[config.mk]
export PLATFORM = sky130hd
export DESIGN_NAME = lcd_timing_driver
export DESIGN_NICKNAME = d
export VERILOG_FILES = /design/src/rtl/lcd_timing_pkg.sv /design/src/rtl/lcd_axis_counter.sv /design/src/rtl/lcd_timing_driver.sv
export SDC_FILE = /design/constraint.sdc
export NUM_CORES = 1
export LEC_CHECK = 0
export BUFFER_PORTS_ARGS = -buffer_cell sky130_fd_sc_hd__buf_2
export CORE_MARGIN = 2
export CORE_UTILIZATION = 48
export DETAILED_ROUTE_END_ITERATION = 16
export GPL_TIMING_DRIVEN = 0
export PLACE_DENSITY = 0.84
export SYNTH_ARGS = -nofsm -noshare
export SYNTH_HDL_FRONTEND = slang
export SYNTH_SLANG_ARGS = --single-unit
[constraint.sdc]
create_clock -name clk -period 3.7 [get_ports clk]
set_clock_uncertainty 0.2 [all_clocks]
set_input_delay 0.925 -clock clk [delete_from_list [all_inputs] [get_ports clk]]
set_output_delay 0.925 -clock clk [all_outputs]
set_load 0.03 [all_outputs]
[src/rtl/lcd_timing_pkg.sv]
// rtl/lcd_timing_pkg.sv - raster timing constants, FSM states and colour tables for the LCD driver
package lcd_timing_pkg;

  localparam int H_ACTIVE = 800;
  localparam int H_FP     = 40;
  localparam int H_SYNC   = 128;
  localparam int H_BP     = 88;
  localparam int V_ACTIVE = 480;
  localparam int V_FP     = 1;
  localparam int V_SYNC   = 3;
  localparam int V_BP     = 21;

  localparam int H_TOTAL  = H_SYNC + H_BP + H_ACTIVE + H_FP;
  localparam int V_TOTAL  = V_SYNC + V_BP + V_ACTIVE + V_FP;

  localparam int CNT_W    = 11;

  localparam logic [15:0] UFLOW_COLOR = 16'hF800;

  typedef enum logic [1:0] {
    IDLE  = 2'd0,
    RUN   = 2'd1,
    DRAIN = 2'd2
  } lcd_state_t;

  // Colour-bar pattern, left to right
  function automatic logic [15:0] bar_color(input logic [2:0] idx);
    logic [15:0] c;
    case (idx)
      3'd0:    c = 16'hFFFF;
      3'd1:    c = 16'hFFE0;
      3'd2:    c = 16'h07FF;
      3'd3:    c = 16'h07E0;
      3'd4:    c = 16'hF81F;
      3'd5:    c = 16'hF800;
      3'd6:    c = 16'h001F;
      default: c = 16'h0000;
    endcase
    return c;
  endfunction

endpackage

[src/rtl/lcd_axis_counter.sv]
// rtl/lcd_axis_counter.sv - wrapping raster counter, one instance per axis
module lcd_axis_counter #(
  parameter int W = 11
) (
  input  logic         clk,
  input  logic         rst_n,
  input  logic         clr,
  input  logic         inc,
  input  logic [W-1:0] max,
  output logic [W-1:0] cnt,
  output logic         wrap
);

  assign wrap = inc && (cnt == max);

  always_ff @(posedge clk or negedge rst_n) begin
    if (!rst_n) begin
      cnt <= '0;
    end else if (clr) begin
      cnt <= '0;
    end else if (inc) begin
      cnt <= wrap ? '0 : cnt + W'(1);
    end
  end

endmodule

[src/rtl/lcd_timing_driver.sv]
// rtl/lcd_timing_driver.sv - LCD raster timing (HS/VS/DE) and RGB565 pixel pipeline from the read FIFO
// Optional colour-bar test pattern generator compiled in with LCD_TPG_EN.
module lcd_timing_driver #(
  parameter int          H_ACTIVE    = lcd_timing_pkg::H_ACTIVE,
  parameter int          H_FP        = lcd_timing_pkg::H_FP,
  parameter int          H_SYNC      = lcd_timing_pkg::H_SYNC,
  parameter int          H_BP        = lcd_timing_pkg::H_BP,
  parameter int          V_ACTIVE    = lcd_timing_pkg::V_ACTIVE,
  parameter int          V_FP        = lcd_timing_pkg::V_FP,
  parameter int          V_SYNC      = lcd_timing_pkg::V_SYNC,
  parameter int          V_BP        = lcd_timing_pkg::V_BP,
  parameter logic [15:0] UFLOW_COLOR = lcd_timing_pkg::UFLOW_COLOR
) (
  input  logic        clk,
  input  logic        rst_n,
  input  logic        en,
  input  logic [15:0] fifo_q,
  input  logic        fifo_empty,
  input  logic        uflow_clr,
  input  logic        tpg_sel,
  output logic        fifo_rd,
  output logic        frame_start,
  output logic [10:0] pix_x,
  output logic [10:0] pix_y,
  output logic        lcd_hs,
  output logic        lcd_vs,
  output logic        lcd_de,
  output logic [15:0] lcd_rgb,
  output logic        uflow
);

  import lcd_timing_pkg::*;

  localparam int TOT_H = H_SYNC + H_BP + H_ACTIVE + H_FP;
  localparam int TOT_V = V_SYNC + V_BP + V_ACTIVE + V_FP;

  localparam logic [CNT_W-1:0] H_MAX      = CNT_W'(TOT_H - 1);
  localparam logic [CNT_W-1:0] V_MAX      = CNT_W'(TOT_V - 1);
  localparam logic [CNT_W-1:0] H_SYNC_END = CNT_W'(H_SYNC);
  localparam logic [CNT_W-1:0] V_SYNC_END = CNT_W'(V_SYNC);
  localparam logic [CNT_W-1:0] H_DE_BEG   = CNT_W'(H_SYNC + H_BP);
  localparam logic [CNT_W-1:0] H_DE_END   = CNT_W'(H_SYNC + H_BP + H_ACTIVE);
  localparam logic [CNT_W-1:0] V_DE_BEG   = CNT_W'(V_SYNC + V_BP);
  localparam logic [CNT_W-1:0] V_DE_END   = CNT_W'(V_SYNC + V_BP + V_ACTIVE);

  lcd_state_t       state;
  logic [CNT_W-1:0] hcnt;
  logic [CNT_W-1:0] vcnt;
  logic             active;
  logic             h_wrap;
  logic             v_wrap;
  logic             frame_end;
  logic             hs_c;
  logic             vs_c;
  logic             de_c;

  assign active = (state != IDLE);

  lcd_axis_counter #(.W(CNT_W)) u_hcnt (
    .clk   (clk),
    .rst_n (rst_n),
    .clr   (!active),
    .inc   (active),
    .max   (H_MAX),
    .cnt   (hcnt),
    .wrap  (h_wrap)
  );

  lcd_axis_counter #(.W(CNT_W)) u_vcnt (
    .clk   (clk),
    .rst_n (rst_n),
    .clr   (!active),
    .inc   (h_wrap),
    .max   (V_MAX),
    .cnt   (vcnt),
    .wrap  (v_wrap)
  );

  assign frame_end = h_wrap && v_wrap;

  // Dropping en at the very last pixel goes straight to IDLE rather than draining a whole extra frame
  always_ff @(posedge clk or negedge rst_n) begin
    if (!rst_n) begin
      state <= IDLE;
    end else begin
      case (state)
        IDLE:    if (en) state <= RUN;
        RUN:     if (!en) state <= frame_end ? IDLE : DRAIN;
        DRAIN:   if (frame_end) state <= en ? RUN : IDLE;
        default: state <= IDLE;
      endcase
    end
  end

  assign hs_c = active && (hcnt < H_SYNC_END);
  assign vs_c = active && (vcnt < V_SYNC_END);
  assign de_c = active && (hcnt >= H_DE_BEG) && (hcnt < H_DE_END)
                       && (vcnt >= V_DE_BEG) && (vcnt < V_DE_END);

  assign frame_start = (state == RUN) && (hcnt == '0) && (vcnt == '0);
  assign pix_x       = de_c ? hcnt - H_DE_BEG : '0;
  assign pix_y       = de_c ? vcnt - V_DE_BEG : '0;

  logic        hs_d1;
  logic        vs_d1;
  logic        de_d1;
  logic        uf_d1;
  logic        uf_now;
  logic [15:0] pix_sel;

  assign uf_now = fifo_rd && fifo_empty;

`ifdef LCD_TPG_EN
  localparam int BAR_W = (H_ACTIVE / 8 > 0) ? H_ACTIVE / 8 : 1;

  logic             tpg_act;
  logic             tpg_d1;
  logic [15:0]      bar_d1;
  logic [CNT_W-1:0] bar_q;
  logic [2:0]       bar_idx;

  assign bar_q   = pix_x / CNT_W'(BAR_W);
  assign bar_idx = (bar_q > CNT_W'(7)) ? 3'd7 : bar_q[2:0];
  assign fifo_rd = de_c && !tpg_act;

  // Pattern selection only changes on frame boundaries so a frame is never mixed
  always_ff @(posedge clk or negedge rst_n) begin
    if (!rst_n) begin
      tpg_act <= 1'b0;
      tpg_d1  <= 1'b0;
      bar_d1  <= '0;
    end else begin
      if (frame_start) tpg_act <= tpg_sel;
      tpg_d1 <= tpg_act;
      bar_d1 <= bar_color(bar_idx);
    end
  end

  always_comb begin
    pix_sel = uf_d1 ? UFLOW_COLOR : fifo_q;
    if (tpg_d1) pix_sel = bar_d1;
  end
`else
  logic unused_tpg_sel;

  assign unused_tpg_sel = tpg_sel;
  assign fifo_rd        = de_c;

  always_comb begin
    pix_sel = uf_d1 ? UFLOW_COLOR : fifo_q;
  end
`endif

  // Two-stage pin pipeline: stage 1 waits for fifo_q, stage 2 registers the pins together
  always_ff @(posedge clk or negedge rst_n) begin
    if (!rst_n) begin
      hs_d1   <= 1'b0;
      vs_d1   <= 1'b0;
      de_d1   <= 1'b0;
      uf_d1   <= 1'b0;
      lcd_hs  <= 1'b1;
      lcd_vs  <= 1'b1;
      lcd_de  <= 1'b0;
      lcd_rgb <= '0;
      uflow   <= 1'b0;
    end else begin
      hs_d1   <= hs_c;
      vs_d1   <= vs_c;
      de_d1   <= de_c;
      uf_d1   <= uf_now;
      lcd_hs  <= !hs_d1;
      lcd_vs  <= !vs_d1;
      lcd_de  <= de_d1;
      lcd_rgb <= de_d1 ? pix_sel : '0;
      uflow   <= uf_now || (uflow && !uflow_clr);
    end
  end

endmodule

==> results.tsv, run 1 <==
stage	metric	value	unit
outcome	status	completed	
floorplan	io_pins	66	
placement	port_buffers	63	
synthesis	seq_area_frac_synth	0.479	
synthesis	ys_ff_latch	48	
clock_network	cts_buffer_depth	2	
global_routing	grt_pass1_vias	1979	
timing	slew_headroom	0.311	
clock_network	clock_latency	0.31	ns
placement	globalplace.congestion	0.852	
global_routing	grt_util_all_layers	0.194	
timing	min_period_over_period	0.958	
pwr	p_leak	0.00157	uW
synthesis	syn_avg_cell_area	9.60	um^2
critical_path	cp_slowest_cell	dfrtp_2	
floorplan	die_h	76.4	um
detailed_routing	via_per_inst	5.25	
clock_network	cts_sinks	48	
timing	worst_pin_slew	1.03	ns
synthesis	syn-cell-area	2510	um^2
critical_path	critPathKind	flop to output pin	
timing	setup_violations	0	
floorplan	core	5070	um^2
cells_and_area	area_growth	21.2	%
cells_and_area	finish.utilization	0.601	
critical_path	crit_chain	ha_4 -> o211ai_1 -> a2111oi_2 -> o211ai_2 -> a21o_4 -> inv_2 -> and2_1 -> buf_2	
synthesis	synth.most_common_cell	dfrtp_1	
timing	min_period	3.55	ns
clock_network	root_buffer	clkbuf_8	
timing	rsz0062_at_grt	no	
synthesis	synth_common_cells	dfrtp_1, nor2_1, nand2_1	
placement	dp_cells	395	
cells_and_area	diodes	0	
run	cap_violations	0	
global_routing	grt_max_degree	49	
clock_network	cts_tree	yes	
floorplan	rows	26	
detailed_routing	num_vias	2119	
detailed_routing	drtAntennaViolNets	0	
critical_path	critPathLaunchType	flop	
synthesis	yosys-top-cells-area	dfrtp_1, nor2_1, and2_1	
synthesis	yosysTopAreaCell	dfrtp_1	
synthesis	synth_nets	292	
cells_and_area	stdcell_count	404	
critical_path	slowest_delay	0.46	ns
critical_path	crit_path_max_fanout	7	
synthesis	synth_top_area_frac	0.458	
floorplan	die_w	76.4	um
pwr	peakVddDrop	0.232	mV
global_routing	antenna_found_initial	0	
timing	fin_tns_setup	0	ns
clock_network	cts-buffers-inserted	5	
detailed_routing	drtIter0Drc	130	
synthesis	syn_inst	262	
synthesis	yosysWarningCount	0	
global_routing	grt_pass1_wl	9.14	mm
pwr	p_per_area	383	nW/um^2
cells_and_area	nNetsFinal	363	
synthesis	async_flop_share	1.00	
timing	final_max_slew_viol_count	0	
critical_path	cp-end-kind	output pin	
clock_network	htreeDepth	2	
detailed_routing	drc	0	
critical_path	arrival	2.42	ns
detailed_routing	wl	5.54	mm
synthesis	synth_edf_count	0	
placement	place_hpwl	3.98	mm
synthesis	ys_types	50	
min_path	worstHoldPathType	flop to flop	
detailed_routing	wl_per_cell	13.7	um
critical_path	critPathRequiredTime	2.57	ns
floorplan	initial_utilization	0.496	
detailed_routing	dr.pass1.iters	5	
clock_network	path_clk_slew	0.09	ns
timing	fmax	0.282	GHz
floorplan	die_area	5830	um^2
global_routing	grt_overflow	0	
cells_and_area	drive_above_1_share	0.296	
synthesis	synth_ff_type	dfrtp_1	
timing	hold_viol_final	0	
[cell type report]
cell class              count  area, um^2
plain buffers              14        92.6
clock buffers               6        82.6
clock inverters             2        13.8
fillers                   457        2030
inverters                  15        56.3
multi-input cells         185        1190
flip-flops and latches     48        1210
well taps                  70        87.6
repair buffers             64         323
[where the power goes]
group	total, uW	switching, uW	internal (uW)
logic	214	139	74.9
registers	621	45.1	576
clock network	334	181	153
total	1170	365	804
[what timing repair did]
item	in CTS	in global routing
setup endpoints to repair	19	13
pin swaps	0	1
hold endpoints to repair	0	0
setup buffers	0	1
hold buffers	0	0
resized for setup	5	2
[logic make-up (layout without fill, tap and decap cells)]
kind of cell,Yosys count,after routing,share of synthesized area
xor gates and xnor gates,17,17,0.0592
other,1,1,0.00149
buffers and inverters,29,101,0.0592
adders and majority gates,8,8,0.0398
muxes,4,4,0.0164
DFF,48,48,0.479
and+or+nand+nor,114,114,0.237
AOI/OAI and AO/OA,41,41,0.108
[metal layers]
| metal | global-route usage | part of all wire |
|---|---|---|
| met1 | 0.245 | 0.44 |
| met2 | 0.319 | 0.51 |
| met3 | 0.0462 | 0.036 |
| met4 | 0.0818 | 0.019 |
| met5 | 0 | 0 |
[critical path, delay by kind of cell (launching register included)]
| family | cells | cell delay (ns) |
|---|---|---|
| adders and majority gates | 1 | 0.21 |
| buffers and inverters | 2 | 0.32 |
| and+or+nand+nor | 1 | 0.16 |
| DFF | 1 | 0.46 |
| AOI/OAI and AO/OA | 4 | 0.97 |
[worst paths after layout]
kind | start | end | slack [ns] | depth (start not counted)
setup / recovery | u_hcnt.cnt[3] | pix_x[4] | 0.15 | 8
hold / removal | hs_d1 | lcd_hs | 0.15 | 1
setup reg to reg | u_hcnt.cnt[8] | u_vcnt.cnt[6] | 1.20 | 6
hold reg to reg | hs_d1 | lcd_hs | 0.15 | 1
max in group asynchronous | rst_n | u_hcnt.cnt[3] | 2.00 | 1
min in group asynchronous | rst_n | lcd_rgb[5] | 0.59 | 1
[flip-flops by register name (all words and copies together), names as in the netlist, 2 cells and up]
signal      count
state           2
u_hcnt.cnt     11
lcd_rgb        16
u_vcnt.cnt     11
[per-stage QoR]
step,worst slack [ns],hold WS (ns),instance area [um^2],total power (uW)
after floorplan,0.316,0.137,2510,761
after global placement,0.0876,0.137,2920,834
after detailed placement,0.0995,0.140,2920,839
after CTS,0.0367,0.152,3030,1170
after global routing,0.0363,0.162,3050,1220
final,0.154,0.151,3050,1170
[layout by cell type (no fill, tap or decap), types with 2 or more instances in the layout]
cell / n
mux2i_1: 3
and2_1: 17
dfstp_2: 2
clkbuf_8: 6
xnor2_1: 8
nand2b_1: 4
nand4_1: 6
xor2_1: 9
o21ai_0: 6
buf_4: 2
dfrtp_2: 2
nor2b_1: 3
nor2_1: 36
or3_1: 3
buf_2: 68
and4_1: 2
inv_1: 14
o211ai_1: 3
clkbuf_1: 4
nand3_1: 7
dfrtp_1: 44
or2_2: 4
buf_6: 4
a31oi_1: 4
ha_1: 7
nor3_1: 2
nor4_1: 3
and3_1: 2
a22o_1: 2
a21oi_1: 11
nand2_1: 18
o21a_1: 5
No activity file was read; power rests on OpenSTA's default activity.
==> run 2: changes to the inputs <==
clock period = 3.6 ns   (was 3.7 ns; I/O delays follow)
==> results.tsv, run 2 (synthesized netlist as in run 1, its figures left out) <==
stage	metric	value	unit	change
critical_path	critPathKind	flop to output pin		
pwr	combPwrFrac	0.185		+0.002
critical_path	critPathLaunchType	flop		
detailed_routing	wl	5.53	mm	-0.11%
global_routing	grt_util_all_layers	0.194		unchanged
cells_and_area	area_growth	21.8	%	
cells_and_area	diodes	0		unchanged
clock_network	path_clk_slew	0.09	ns	about the same
run	cap_violations	0		unchanged
floorplan	initial_utilization	0.496		unchanged
placement	dp_cells	395		unchanged
clock_network	cts_tree	yes		
floorplan	die_h	76.4	um	unchanged
critical_path	critPathLaunch	u_vcnt.cnt[7]		
critical_path	ff2ff_path_depth	6		unchanged
pwr	peakVddDrop	0.238	mV	+2.7%
cells_and_area	reg_top3	lcd_rgb x16, u_hcnt.cnt x11, u_vcnt.cnt x11		
floorplan	rows	26		unchanged
outcome	status	completed		
clock_network	root_buffer	clkbuf_8		
critical_path	reg2reg_from	u_hcnt.cnt[8]		
timing	setup_violations	0		unchanged
pwr	finalPower	1200	uW	+2.6%
floorplan	die_area	5830	um^2	unchanged
critical_path	crit_path_max_fanout	8		+1
cells_and_area	final_common_cell	buf_2		
critical_path	critPathRequiredTime	2.50	ns	-0.07 ns
critical_path	slowest_delay	0.38	ns	-0.08 ns
cells_and_area	largest_reg_flops	16		unchanged
clock_network	htreeDepth	2		unchanged
timing	min_period	3.47	ns	
detailed_routing	drc	0		unchanged
pwr	p_leak	0.00158	uW	+0.61%
detailed_routing	drtIter0Drc	126		-3.1%
critical_path	crit_chain	buf_2 -> or3_1 -> or3_1 -> o211ai_2 -> a21o_4 -> inv_2 -> and2_1 -> buf_2		
critical_path	cp-end-kind	output pin		
critical_path	arrival	2.37	ns	-0.05 ns
clock_network	holdBufCountCts	0		unchanged
timing	slew_headroom	0.308		-0.00266
pwr	p_per_area	391	nW/um^2	+2.1%
timing	min_period_over_period	0.965		
detailed_routing	wl_per_cell	13.6	um	-0.60%
placement	place_hpwl	3.98	mm	unchanged
cells_and_area	largest_register	lcd_rgb		
cells_and_area	final_cell_mix	buf_2, dfrtp_1, nor2_1		
global_routing	grt_pass1_vias	1979		unchanged
timing	fin_tns_setup	0	ns	unchanged
pwr	p_int	828	uW	+2.9%
pwr	switching_power	371	uW	+1.8%
cells_and_area	stdcell_count	406		+0.50%
timing	worst_pin_slew	1.04	ns	+0.00399 ns
min_path	worst_hold_startpoint	hs_d1		
clock_network	cts_sinks	48		unchanged
pwr	seq_power_share	0.531		about the same
global_routing	antenna_found_initial	0		unchanged
timing	final_max_slew_viol_count	0		unchanged
global_routing	grt_max_degree	49		unchanged
timing	rsz0062_at_grt	no		
placement	globalplace.congestion	0.852		unchanged
cells_and_area	drive_above_1_share	0.301		+0.00419
clock_network	cts_buffer_depth	2		unchanged
floorplan	die_w	76.4	um	unchanged
cells_and_area	nNetsFinal	365		+0.55%
min_path	min_path_cells	1		unchanged
global_routing	grt_pass1_wl	9.14	mm	unchanged
min_path	worstHoldPathType	flop to flop		
global_routing	grt_overflow	0		unchanged
critical_path	cp_slowest_cell	or3_1		
timing	hold_viol_final	0		unchanged
pwr	swShare	0.310		-0.00246
detailed_routing	num_vias	2106		-0.61%
detailed_routing	via_per_inst	5.19		-1.1%
floorplan	core	5070	um^2	unchanged
placement	port_buffers	63		unchanged
floorplan	io_pins	66		unchanged
detailed_routing	drtAntennaViolNets	0		unchanged
detailed_routing	dr.pass1.iters	4		-1
pwr	clkPwrFrac	0.284		about the same
clock_network	clock_latency	0.31	ns	about the same
clock_network	cts-buffers-inserted	5		unchanged
timing	fmax	0.288	GHz	
## run 2: area by class of cell
| cell class | instances | area (um^2) |
|---|---|---|
| Fill cell | 457 | 2010 |
| Sequential cell | 48 | 1210 |
| Multi-Input combinational cell | 185 | 1190 |
| Timing Repair Buffer | 66 | 338 |
| Buffer | 14 | 92.6 |
| Tap cell | 70 | 87.6 |
| Clock buffer | 6 | 82.6 |
| Inverter | 15 | 56.3 |
| Clock inverter | 2 | 13.8 |
## run 2: power groups by stage
| stage | Combinational, uW | Sequential, uW | Clock [uW] |
|---|---|---|---|
| after floorplan | 121 | 661 | 0 |
| after global routing | 240 | 643 | 371 |
| after global placement | 212 | 645 | 0 |
| after detailed placement | 215 | 647 | 0 |
| after CTS | 218 | 638 | 348 |
| final | 222 | 637 | 341 |
## run 2: what timing repair did
| action | CTS | global route |
|---|---|---|
| setup buffers | 0 | 3 |
| resized for setup | 6 | 1 |
| pin swaps | 0 | 1 |
| endpoints found under the setup margin | 19 | 14 |
## run 2: layer usage
metal	share of wire	GRT usage	vias up	wire (um)
met5	0	0	-	0
met4	0.021	0.0818	0	114
met3	0.035	0.0462	11	191
met2	0.51	0.319	44	2830
met1	0.43	0.245	1030	2400
li1	-	-	1021	-
## run 2: path summary, 6_finish.rpt
check | end | slack (ns)
min in group asynchronous | lcd_rgb[5] | 0.57
min | lcd_hs | 0.15
max in group asynchronous | u_hcnt.cnt[3] | 1.92
min reg2reg | lcd_hs | 0.15
max reg2reg | u_vcnt.cnt[6] | 1.10
max | pix_x[4] | 0.13
## run 2: critical path, delay by kind of cell (launching register included)
kind,cells,cell delay [ns]
simple gates,3,0.91
buf+inv,3,0.42
flops,1,0.37
compound gates,2,0.37
## run 2: metrics by stage
stage	worst slack [ns]	utilization	area, um^2	hold WS, ns
after floorplan	0.241	-	2510	0.137
after global placement	0.0126	0.575	2920	0.137
final	0.125	0.604	3060	0.151
after detailed placement	0.0245	0.575	2920	0.140
after global routing	0.0294	0.604	3060	0.162
after CTS	0.0168	0.599	3040	0.152
